`src/rtl/dl_tdc_ctrl_pkg.sv`:
```
// dl_pkg: shared types and width helpers for the delay-line TDC controller.
//   dl_state_e  - controller FSM states
//   cnt_w()     - bits needed to hold a tap count 0..TAPS
//   acc_w()     - accumulator width: count width plus averaging headroom
//   clog2_min1()- select width that never collapses to zero bits
package dl_pkg;

  typedef enum logic [2:0] {
    ST_IDLE,
    ST_WAIT,
    ST_ENCODE,
    ST_ACCUM,
    ST_DONE
  } dl_state_e;

  function automatic int clog2_min1(input int n);
    return (n <= 1) ? 1 : $clog2(n);
  endfunction

  function automatic int cnt_w(input int taps);
    return $clog2(taps + 1);
  endfunction

  function automatic int acc_w(input int taps, input int avg_log2);
    return cnt_w(taps) + avg_log2;
  endfunction

endpackage

```
`src/rtl/dl_therm_encode.sv`:
```
// dl_therm_encode: combinational thermometer decoder for one delay chain.
//   norm   - normalised tap snapshot (1 = edge has passed), tap 0 = LSB
//   count  - run length of 1s starting at tap 0 (0..TAPS)
//   bubble - a 1 exists above the first 0 (metastable or glitched tap)
module dl_therm_encode
  import dl_pkg::*;
#(
  parameter  int TAPS  = 32,
  localparam int CNT_W = cnt_w(TAPS)
) (
  input  logic [TAPS-1:0]  norm,
  output logic [CNT_W-1:0] count,
  output logic             bubble
);

  logic w_seen0;

  always_comb begin
    count   = '0;
    bubble  = 1'b0;
    w_seen0 = 1'b0;
    for (int i = 0; i < TAPS; i++) begin
      if (!norm[i])
        w_seen0 = 1'b1;
      else if (w_seen0)
        bubble = 1'b1;
      else
        count = count + CNT_W'(1);
    end
  end

endmodule

```
`src/rtl/dl_tdc_ctrl.sv`:
```
// dl_tdc_ctrl: launches an edge into one delay chain, snapshots its taps
// cfg_wait+1 clocks later, decodes the thermometer code and averages the
// tap count over 2^AVG_LOG2 launches.
//   clk, rst      - clock, synchronous active-high reset
//   start         - measurement request, honoured only when idle
//   cfg_ch        - chain select (out of range folds to chain 0)
//   cfg_wait      - extra clocks between launch and capture
//   taps_in       - all chains' taps, chain c at [c*TAPS +: TAPS]
//   launch        - per-chain launch level (registered)
//   busy          - measurement in progress
//   result_valid  - one-cycle pulse with result/result_bubble/result_sat
module dl_tdc_ctrl
  import dl_pkg::*;
#(
  parameter  int TAPS     = 32,
  parameter  int CHANNELS = 4,
  parameter  int WAIT_W   = 4,
  parameter  int AVG_LOG2 = 2,
  localparam int CNT_W    = cnt_w(TAPS),
  localparam int CH_W     = clog2_min1(CHANNELS)
) (
  input  logic                     clk,
  input  logic                     rst,
  input  logic                     start,
  input  logic [CH_W-1:0]          cfg_ch,
  input  logic [WAIT_W-1:0]        cfg_wait,
  input  logic [CHANNELS*TAPS-1:0] taps_in,
  output logic [CHANNELS-1:0]      launch,
  output logic                     busy,
  output logic                     result_valid,
  output logic [CNT_W-1:0]         result,
  output logic                     result_bubble,
  output logic                     result_sat
);

  localparam int ACC_W = acc_w(TAPS, AVG_LOG2);
  localparam int SMP_W = (AVG_LOG2 > 0) ? AVG_LOG2 : 1;

  dl_state_e r_state, w_next;

  logic [CH_W-1:0]     r_ch;
  logic [WAIT_W-1:0]   r_wait;
  logic [WAIT_W-1:0]   r_wait_cnt;
  logic                r_pol;
  logic [TAPS-1:0]     r_cap;
  logic [CNT_W-1:0]    r_count;
  logic                r_bubble_q;
  logic [ACC_W-1:0]    r_acc;
  logic                r_bubble;
  logic                r_sat;
  logic [SMP_W-1:0]    r_smp;
  logic [CHANNELS-1:0] r_launch;
  logic [CNT_W-1:0]    r_result;
  logic                r_res_bubble;
  logic                r_res_sat;
  logic                r_valid;

  logic [CHANNELS-1:0][TAPS-1:0] w_taps;
  logic [CH_W-1:0]     w_ch_sel;
  logic [TAPS-1:0]     w_norm;
  logic [CNT_W-1:0]    w_count;
  logic                w_bubble;
  logic                w_last;
  logic                w_sat_q;
  logic [ACC_W-1:0]    w_acc_sum;

  assign w_taps = taps_in;

  always_comb begin
    w_ch_sel = cfg_ch;
    if (int'(cfg_ch) >= CHANNELS)
      w_ch_sel = '0;
  end

  // Odd launches drive the chain high, even ones low; flip the snapshot so
  // the encoder always sees 1 = "edge has passed this tap".
  assign w_norm    = r_pol ? r_cap : ~r_cap;
  assign w_last    = (r_smp == SMP_W'((1 << AVG_LOG2) - 1));
  assign w_sat_q   = (r_count == CNT_W'(TAPS));
  assign w_acc_sum = r_acc + ACC_W'(r_count);

  dl_therm_encode #(.TAPS(TAPS)) u_enc (
    .norm   (w_norm),
    .count  (w_count),
    .bubble (w_bubble)
  );

  always_ff @(posedge clk) begin
    if (rst) r_state <= ST_IDLE;
    else     r_state <= w_next;
  end

  always_comb begin
    w_next = r_state;
    case (r_state)
      ST_IDLE:   if (start) w_next = ST_WAIT;
      ST_WAIT:   if (r_wait_cnt == '0) w_next = ST_ENCODE;
      ST_ENCODE: w_next = ST_ACCUM;
      ST_ACCUM:  w_next = w_last ? ST_DONE : ST_WAIT;
      ST_DONE:   w_next = ST_IDLE;
      default:   w_next = ST_IDLE;
    endcase
  end

  always_ff @(posedge clk) begin
    if (rst) begin
      r_ch         <= '0;
      r_wait       <= '0;
      r_wait_cnt   <= '0;
      r_pol        <= 1'b0;
      r_cap        <= '0;
      r_count      <= '0;
      r_bubble_q   <= 1'b0;
      r_acc        <= '0;
      r_bubble     <= 1'b0;
      r_sat        <= 1'b0;
      r_smp        <= '0;
      r_launch     <= '0;
      r_result     <= '0;
      r_res_bubble <= 1'b0;
      r_res_sat    <= 1'b0;
      r_valid      <= 1'b0;
    end else begin
      r_valid <= 1'b0;
      case (r_state)
        ST_IDLE: if (start) begin
          r_ch               <= w_ch_sel;
          r_wait             <= cfg_wait;
          r_wait_cnt         <= cfg_wait;
          r_launch[w_ch_sel] <= ~r_launch[w_ch_sel];
          r_pol              <= ~r_launch[w_ch_sel];
          r_acc              <= '0;
          r_bubble           <= 1'b0;
          r_sat              <= 1'b0;
          r_smp              <= '0;
        end
        ST_WAIT: begin
          if (r_wait_cnt == '0)
            r_cap <= w_taps[r_ch];
          else
            r_wait_cnt <= r_wait_cnt - WAIT_W'(1);
        end
        ST_ENCODE: begin
          r_count    <= w_count;
          r_bubble_q <= w_bubble;
        end
        ST_ACCUM: begin
          r_acc    <= w_acc_sum;
          r_bubble <= r_bubble | r_bubble_q;
          r_sat    <= r_sat | w_sat_q;
          if (w_last) begin
            // Load the result here so it is already stable during DONE.
            r_result     <= CNT_W'(w_acc_sum >> AVG_LOG2);
            r_res_bubble <= r_bubble | r_bubble_q;
            r_res_sat    <= r_sat | w_sat_q;
            r_valid      <= 1'b1;
          end else begin
            r_launch[r_ch] <= ~r_launch[r_ch];
            r_pol          <= ~r_launch[r_ch];
            r_wait_cnt     <= r_wait;
            r_smp          <= r_smp + SMP_W'(1);
          end
        end
        default: ;
      endcase
    end
  end

  assign launch        = r_launch;
  assign busy          = (r_state != ST_IDLE);
  assign result_valid  = r_valid;
  assign result        = r_result;
  assign result_bubble = r_res_bubble;
  assign result_sat    = r_res_sat;

endmodule

```
`config.mk`:
```
export PLATFORM = sky130hd
export DESIGN_NAME = dl_tdc_ctrl
export DESIGN_NICKNAME = d
export VERILOG_FILES = /design/src/rtl/dl_tdc_ctrl_pkg.sv /design/src/rtl/dl_therm_encode.sv /design/src/rtl/dl_tdc_ctrl.sv
export SDC_FILE = /design/constraint.sdc
export NUM_CORES = 1
export LEC_CHECK = 0
export ABC_AREA = 1
export CAP_MARGIN = 15
export CELL_PAD_IN_SITES_DETAIL_PLACEMENT = 0
export CELL_PAD_IN_SITES_GLOBAL_PLACEMENT = 2
export CORE_UTILIZATION = 31
export CTS_CLUSTER_DIAMETER = 80
export DETAILED_ROUTE_END_ITERATION = 7
export DONT_BUFFER_PORTS = 1
export MAX_ROUTING_LAYER = met4
export PLACE_DENSITY_LB_ADDON = 0.1
export SYNTH_ARGS = -nofsm -noshare
export SYNTH_HDL_FRONTEND = slang
export SYNTH_SLANG_ARGS = --single-unit
```
`constraint.sdc`:
```
create_clock -name clk -period 13.92 [get_ports clk]
set_clock_uncertainty 0.2 [all_clocks]
set_input_delay 3.48 -clock clk [delete_from_list [all_inputs] [get_ports clk]]
set_output_delay 3.48 -clock clk [all_outputs]
set_load 0.005 [all_outputs]
```
==> impl_results.md, run 1 <==
* Status: finished, violations left
* DR iter-0 viols at 424
* Drt first pass iters at 5
* Remaining global-route overflow at 0
* CP top delay family: adder cells
* Root Driver: clkbuf_16
* Chip height at 158.7 µm
* GR Util All Layers at 18.38%
* CTS Hold Bufs at 0
* Most common cell on crit path: nand2_2
* # rows at 56
* Reg clk slew, reported paths at 0.08 ns
* Top-area cell type share of the netlist area at 20.51%
* Worst path buffer plus inverter count at 19
* Yosys top cell by area: dfxtp_1
* Count of different cell masters after synthesis at 50
* Crit path time final at 14.80 ns
* Vias in the first global route at 7,307
* Failing checks: negative setup slack
* Most frequent cells in the layout: nand2_1, inv_1, nand3_1
* Worst slew pin tran at 1.054 ns
* Crit Path Class: flop to flop
* Final worst path period share at 106.4%
* Initial Utilization at 32.05%
* First-pass GRT wire length at 36,860 µm
* DRC Markers at 0
* Relative slew margins at 29.59%
* CP startpoint: r_pol
* Layout cell share with drive strength beyond 1 at 18.97%
* Initial antenna violation count at 0
* WP data required at 13.96 ns
* F_max at 0.06755 GHz
* Final Hold Fails at 0
* Crit path DAT at 14.84 ns
* EDFF count, synth at 0
* Core region area at 23,750 µm²
* Final worst-path setup slack at -0.8841 ns
* Crit-path max cell delay at 0.38 ns
* Syn Inst Count at 1,215
* Layout fillers at 2,612
* Main flop type after synthesis: dfxtp_1
* Setup-failing EPs final at 5
* Commonest non-fill, non-tap cell in the layout: nand2_1
* Num CTS Buffers at 9
* Antenna-violating nets left at 0
* Sequential-to-total area share from yosys stat at 20.51%
* Worst-path fanout max at 5
* Worst hold path type: flop to flop
* Placed insts at 1,562
* Fin cells at 1,596
* Syn-to-layout area delta at 20.64%
* Async S/R FF share, synth at 0%
* Port Buffers at 0
* Clock Sinks at 78
* Wirelength per Cell at 14.16 µm
* Post-Synthesis Cell Area at 7614 µm²
* Top-level I/O count at 151
* Final Max Slew Viols at 0
* Max-Cap Viols at 0
* DP Worst Slack at -1.196 ns
* Syn nets at 1,391
* Gpl congestion at 0.8154
* Worst-skew pair later-pin latency at 0.35 ns
* DP HPWL at 17,110 µm
* Largest net degree at the start of global routing at 41
* FF-to-FF Start: r_pol
* Die Area at 25,190 µm²
* DRT Wirelength at 22,600 µm
* YS warnings at 0
* RSZ-0062 raised after global routing: yes
* Max clock buf depth at 2
* Top cells by area, synth: dfxtp_1, nand2_1, inv_1
* Via count at 7,783
* CP Capture Type: flop
* Die width at 158.7 µm
* Syn_area_per_cell at 6.266 µm²
* Synthesized flop and latch total at 78
* CTS tree: built
* Startpoint Class: flop
* Hold path startpoint: r_bubble
* Final nets at 1,447
* H-tree level count at 3
* Slowest CP cell: dfxtp_4
* Vias per cell at 4.877
[state kept, by name, summed over array words and instances (netlist names), 2 cells and up]
| name | count |
|---|---|
| r_cap | 32 |
| result | 6 |
| r_count | 6 |
| r_ch | 2 |
| r_acc | 8 |
| r_state | 3 |
| r_wait_cnt | 4 |
| launch | 4 |
| r_smp | 2 |
| r_wait | 4 |
[per-stage QoR]
stage	util (%)	hold WS, ns	area (µm²)	setup TNS [ns]
detailed placement	35.48	0.2450	8428	-5.089
CTS	36.85	0.2571	8752	-4.888
floorplan	-	0.2238	7666	-0.7968
finish	38.67	0.2559	9185	-3.927
global placement	35.48	0.2390	8428	-3.866
global route	38.66	0.2728	9183	-9.708
[cells by family after synthesis]
family / after synthesis / synth area share (%)
AO/OA/AOI/OAI: 268 / 21.50
XOR/XNOR: 49 / 5.933
adder cells (fa/ha/maj): 39 / 6.508
buffers and inverters: 238 / 12.01
flip-flops: 78 / 20.51
AND/OR/NAND/NOR: 543 / 33.54
[routing by layer]
metal | up-vias | global-route usage (%) | share of wire, %
li1 | 4137 | - | -
met1 | 3509 | 24.92 | 52
met2 | 121 | 29.61 | 45
met3 | 16 | 2.456 | 2.8
met4 | 0 | 2.339 | 0.70
met5 | - | - | 0
[synth_stat cells (2+ instances only)]
library cell	n
nand2_1	305
inv_1	171
nand3_1	92
dfxtp_1	78
o21ai_0	78
nor2_1	75
a22oi_1	64
a21oi_1	50
xor2_1	41
a31oi_1	38
ha_1	38
clkbuf_1	33
inv_2	21
nor2_4	15
nand4_1	14
clkinv_1	7
nand2_2	7
nor2_8	7
o211ai_1	7
nor3_1	6
o22ai_1	6
nand3b_1	5
o31ai_1	5
xnor2_1	5
o21ai_1	4
o21bai_1	4
or2_2	4
a211oi_1	3
nand2_4	3
nor2_2	3
xor2_2	3
a221oi_1	2
buf_6	2
nand3_2	2
o2111ai_1	2
[tightest hold or removal path, cell delays in order, from the launching register on]
cell	delay [ns]
dfxtp_1	0.31
nand2_1	0.06
a21oi_1	0.05
[repair_timing]
item / in CTS / in global routing
pin swaps: 10 / 61
setup buffers: 2 / 15
resized for setup: 3 / 66
endpoints found under the setup margin: 5 / 5
[cell type report]
cell class	count	area, µm²	area share, %
antenna	1	2.502	0.02724
clock buffer	9	225.2	2.452
clock inverter	7	72.57	0.7901
inverter	200	755.7	8.228
multi-input combinational	899	5540	60.32
sequential	78	1567	17.05
tap	319	399.1	4.345
timing repair buffer	83	623.1	6.784
[path summary, 6_finish.rpt]
kind | to | slack (ns) | cells after the start
max | r_count[4] | -0.88 | 118
min | r_bubble | 0.26 | 2
max reg2reg | r_count[4] | -0.88 | 118
min reg2reg | r_bubble | 0.26 | 2
Power of run 1 is left out: the tool's default activity adds up to more than one toggle a clock period on the data nets, which glitch-free logic cannot reach.
==> inputs of run 2 (changes only) <==
ABC_AREA = default   (was 1)
CORE_UTILIZATION = 35   (was 31)
SYNTH_HIERARCHICAL = 1   (was default)
==> run 2 against run 1 <==
The flow still finishes with violations (negative setup slack). Register-to-register slack worse by 1.3 ns. First-iteration DRC count is 2.8% lower. Final cell count up 18%. Core utilization grew 5.6 points. Clock-buffer cell count up 3. Non-clock buffer count up 140. Die area is 20% higher. Critical path depth is 14 lower. Highest routed layer unchanged.
==> impl_results.md, run 2 <==
* Worst hold path type: flop to flop (unchanged)
* Root Driver: clkbuf_16 (unchanged)
* Vias in the first global route at 9,851 (was 7,307)
* Port Buffers at 0 (unchanged)
* DRC Markers at 0 (unchanged)
* Worst-path fanout max at 4 (was 5)
* Top reg by flops: r_cap (unchanged)
* Reg clk slew, reported paths at 0.06 ns (was 0.08 ns)
* Top-area cell type share of the netlist area at 15.10% (was 20.51%)
* Initial antenna violation count at 2 (was 0)
* Relative slew margins at 36.05% (was 29.59%)
* CP Capture Type: flop (unchanged)
* Failing checks: negative setup slack (unchanged)
* Top cells by area, synth: dfxtp_1, xnor2_1, nand2_1 (was dfxtp_1, nand2_1, inv_1)
* DRT Wirelength at 32,670 µm (was 22,600 µm)
* Main flop type after synthesis: dfxtp_1 (unchanged)
* Num CTS Buffers at 9 (unchanged)
* Sequential-to-total area share from yosys stat at 15.10% (was 20.51%)
* F_max at 0.06213 GHz (was 0.06755 GHz)
* Final worst path period share at 115.6% (was 106.4%)
* Dominant cell by count in the synthesized netlist: nand2_1 (unchanged)
* DP Worst Slack at -2.211 ns (was -1.196 ns)
* Final worst-path setup slack at -2.176 ns (was -0.8841 ns)
* Async S/R FF share, synth at 0% (unchanged)
* Status: finished, violations left (unchanged)
* Placed insts at 1,805 (was 1,562)
* Final Util at 44.30% (was 38.67%)
* Syn Inst Count at 1,341 (was 1,215)
* Fin cells at 1,887 (was 1,596)
* Final Max Slew Viols at 0 (unchanged)
* DP HPWL at 25,540 µm (was 17,110 µm)
* Die Area at 30,240 µm² (was 25,190 µm²)
* EDFF count, synth at 0 (unchanged)
* Syn_area_per_cell at 7.712 µm² (was 6.266 µm²)
* Crit path time final at 16.10 ns (was 14.80 ns)
* PD cells at 348.2 nW/µm²
* RSZ-0062 raised after global routing: yes (unchanged)
* Gpl congestion at 0.8571 (was 0.8154)
* DR iter-0 viols at 412 (was 424)
* Top-level I/O count at 151 (unchanged)
* Drt first pass iters at 5 (unchanged)
* Chip height at 173.9 µm (was 158.7 µm)
* Leak pwr at 5.020 nW
* Startpoint Class: flop (unchanged)
* Int Power at 0.002446 W
* Via count at 10,240 (was 7,783)
* YS warnings at 6 (was 0)
* Maximum VDD drop at 148.0 µV
* Core region area at 28,860 µm² (was 23,750 µm²)
* First-pass GRT wire length at 53,010 µm (was 36,860 µm)
* Logic gate share of total power at 88.2%
* # rows at 62 (was 56)
* Psw at 0.002005 W
* Clock share of power at 5.5%
* Initial Utilization at 35.84% (was 32.05%)
* Biggest regs: r_cap: 32 flops, r_acc: 8 flops (unchanged)
* Sw Share at 45.05%
* Count of different cell masters after synthesis at 104 (was 50)
* Crit Path Class: flop to flop (unchanged)
* Setup-failing EPs final at 5 (unchanged)
* WP data required at 13.99 ns (was 13.96 ns)
* GR Util All Layers at 22.22% (was 18.38%)
* Antenna-violating nets left at 0 (unchanged)
* Final Hold Fails at 0 (unchanged)
* Remaining global-route overflow at 0 (unchanged)
* Total chip power at 0.004451 W
* Max reg flops at 32 (unchanged)
* Die width at 173.9 µm (was 158.7 µm)
* Yosys top cell by area: dfxtp_1 (unchanged)
* Clock Sinks at 78 (unchanged)
* Post-Synthesis Cell Area at 10,340 µm² (was 7614 µm²)
* Worst slew pin tran at 0.9524 ns (was 1.054 ns)
* Commonest non-fill, non-tap cell in the layout: buf_4 (was nand2_1)
* Worst-skew pair later-pin latency at 0.34 ns (was 0.35 ns)
* Vias per cell at 5.426 (was 4.877)
* H-tree level count at 3 (unchanged)
* Commonest cells post-synth: nand2_1, xnor2_1, nor2_1 (was nand2_1, inv_1, nand3_1)
* Syn-to-layout area delta at 23.62% (was 20.64%)
* Max-Cap Viols at 0 (unchanged)
* Largest net degree at the start of global routing at 85 (was 41)
* Most common cell on crit path: ha_1 (was nand2_2)
* Most frequent cells in the layout: buf_4, nand2_1, xnor2_1 (was nand2_1, inv_1, nand3_1)
* Max clock buf depth at 2 (unchanged)
* Final nets at 1,674 (was 1,447)
* Crit path DAT at 16.16 ns (was 14.84 ns)
* Layout cell share with drive strength beyond 1 at 25.58% (was 18.97%)
* CTS Hold Bufs at 0 (unchanged)
* Hold Slack at 0.2496 ns (was 0.2559 ns)
* Wirelength per Cell at 17.31 µm (was 14.16 µm)
* Slowest CP cell: dfxtp_4 (unchanged)
* Synthesized flop and latch total at 78 (unchanged)
* Flop pwr share at 6.3%
* Crit-path max cell delay at 0.38 ns (about the same)
* Syn nets at 1,518 (was 1,391)
* CTS tree: built (unchanged)
-- run 2: what timing repair did --
item / CTS / global route
hold endpoints to repair: 0 / 0
endpoints found under the setup margin: 5 / 5
pin swaps: 46 / 41
resized for setup: 17 / 20
buffers inserted: 51 / 15
-- run 2: power groups by stage --
stage	registers (W)	clock network [W]	logic, W
after floorplan	0.000267	0	0.00225
final	0.000280	0.000244	0.00393
after detailed placement	0.000284	0	0.00338
after global placement	0.000283	0	0.00340
after global routing	0.000284	0.000259	0.00430
after CTS	0.000280	0.000251	0.00373
-- run 2: stage by stage --
step,instance area (µm²),setup TNS [ns]
after floorplan,10570,-7.087
after global routing,12780,-14.71
after global placement,11820,-8.068
after CTS,12580,-8.510
after detailed placement,11820,-9.492
final,12780,-9.508
-- run 2: path summary, 6_finish.rpt --
path                      to  slack [ns]  cells past startpoint      start
setup / recovery  r_count[4]       -2.18                    104      r_pol
hold / removal     r_wait[1]        0.25                      2  r_wait[1]
setup reg to reg  r_count[4]       -2.18                    104      r_pol
hold reg to reg    r_wait[1]        0.25                      2  r_wait[1]
-- run 2: layout make-up --
| class | instances | area (µm²) |
|---|---|---|
| fill | 2954 | 16070 |
| multi-input combinational | 1145 | 8574 |
| timing repair buffer | 223 | 1690 |
| sequential | 78 | 1570 |
| tap | 384 | 480.5 |
| clock buffer | 12 | 266.5 |
| inverter | 40 | 155.1 |
| clock inverter | 3 | 42.54 |
| antenna | 2 | 5.005 |
-- run 2: critical path: cells and delay by family (launching register included) --
kind	cells	cell delay, ns
simple gates	25	2.48
mux	11	1.69
buf+inv	4	0.27
fa+ha+maj	17	4.75
compound gates	34	4.38
flops	1	0.38
xor+xnor	13	1.87
-- run 2: cells by family (layout without fill, tap and decap cells) --
| family | Yosys count | after routing | share of synthesized area, % |
|---|---|---|---|
| AO/OA/AOI/OAI | 289 | 289 | 18.50 |
| XOR/XNOR | 165 | 165 | 16.60 |
| adder cells (fa/ha/maj) | 40 | 40 | 4.912 |
| buffers and inverters | 118 | 278 | 5.129 |
| flip-flops | 78 | 78 | 15.10 |
| multiplexers | 84 | 84 | 12.47 |
| other | 0 | 2 | 0 |
| AND/OR/NAND/NOR | 567 | 567 | 27.29 |
-- run 2: layer usage --
layer	GRT usage [%]	wire, µm	vias up
li1	-	-	5159
met1	30.52	16100	4870
met2	35.75	15260	188
met3	2.428	1019	21
met4	3.253	284	0
met5	-	0	-
(Power assumes the default switching activity.)
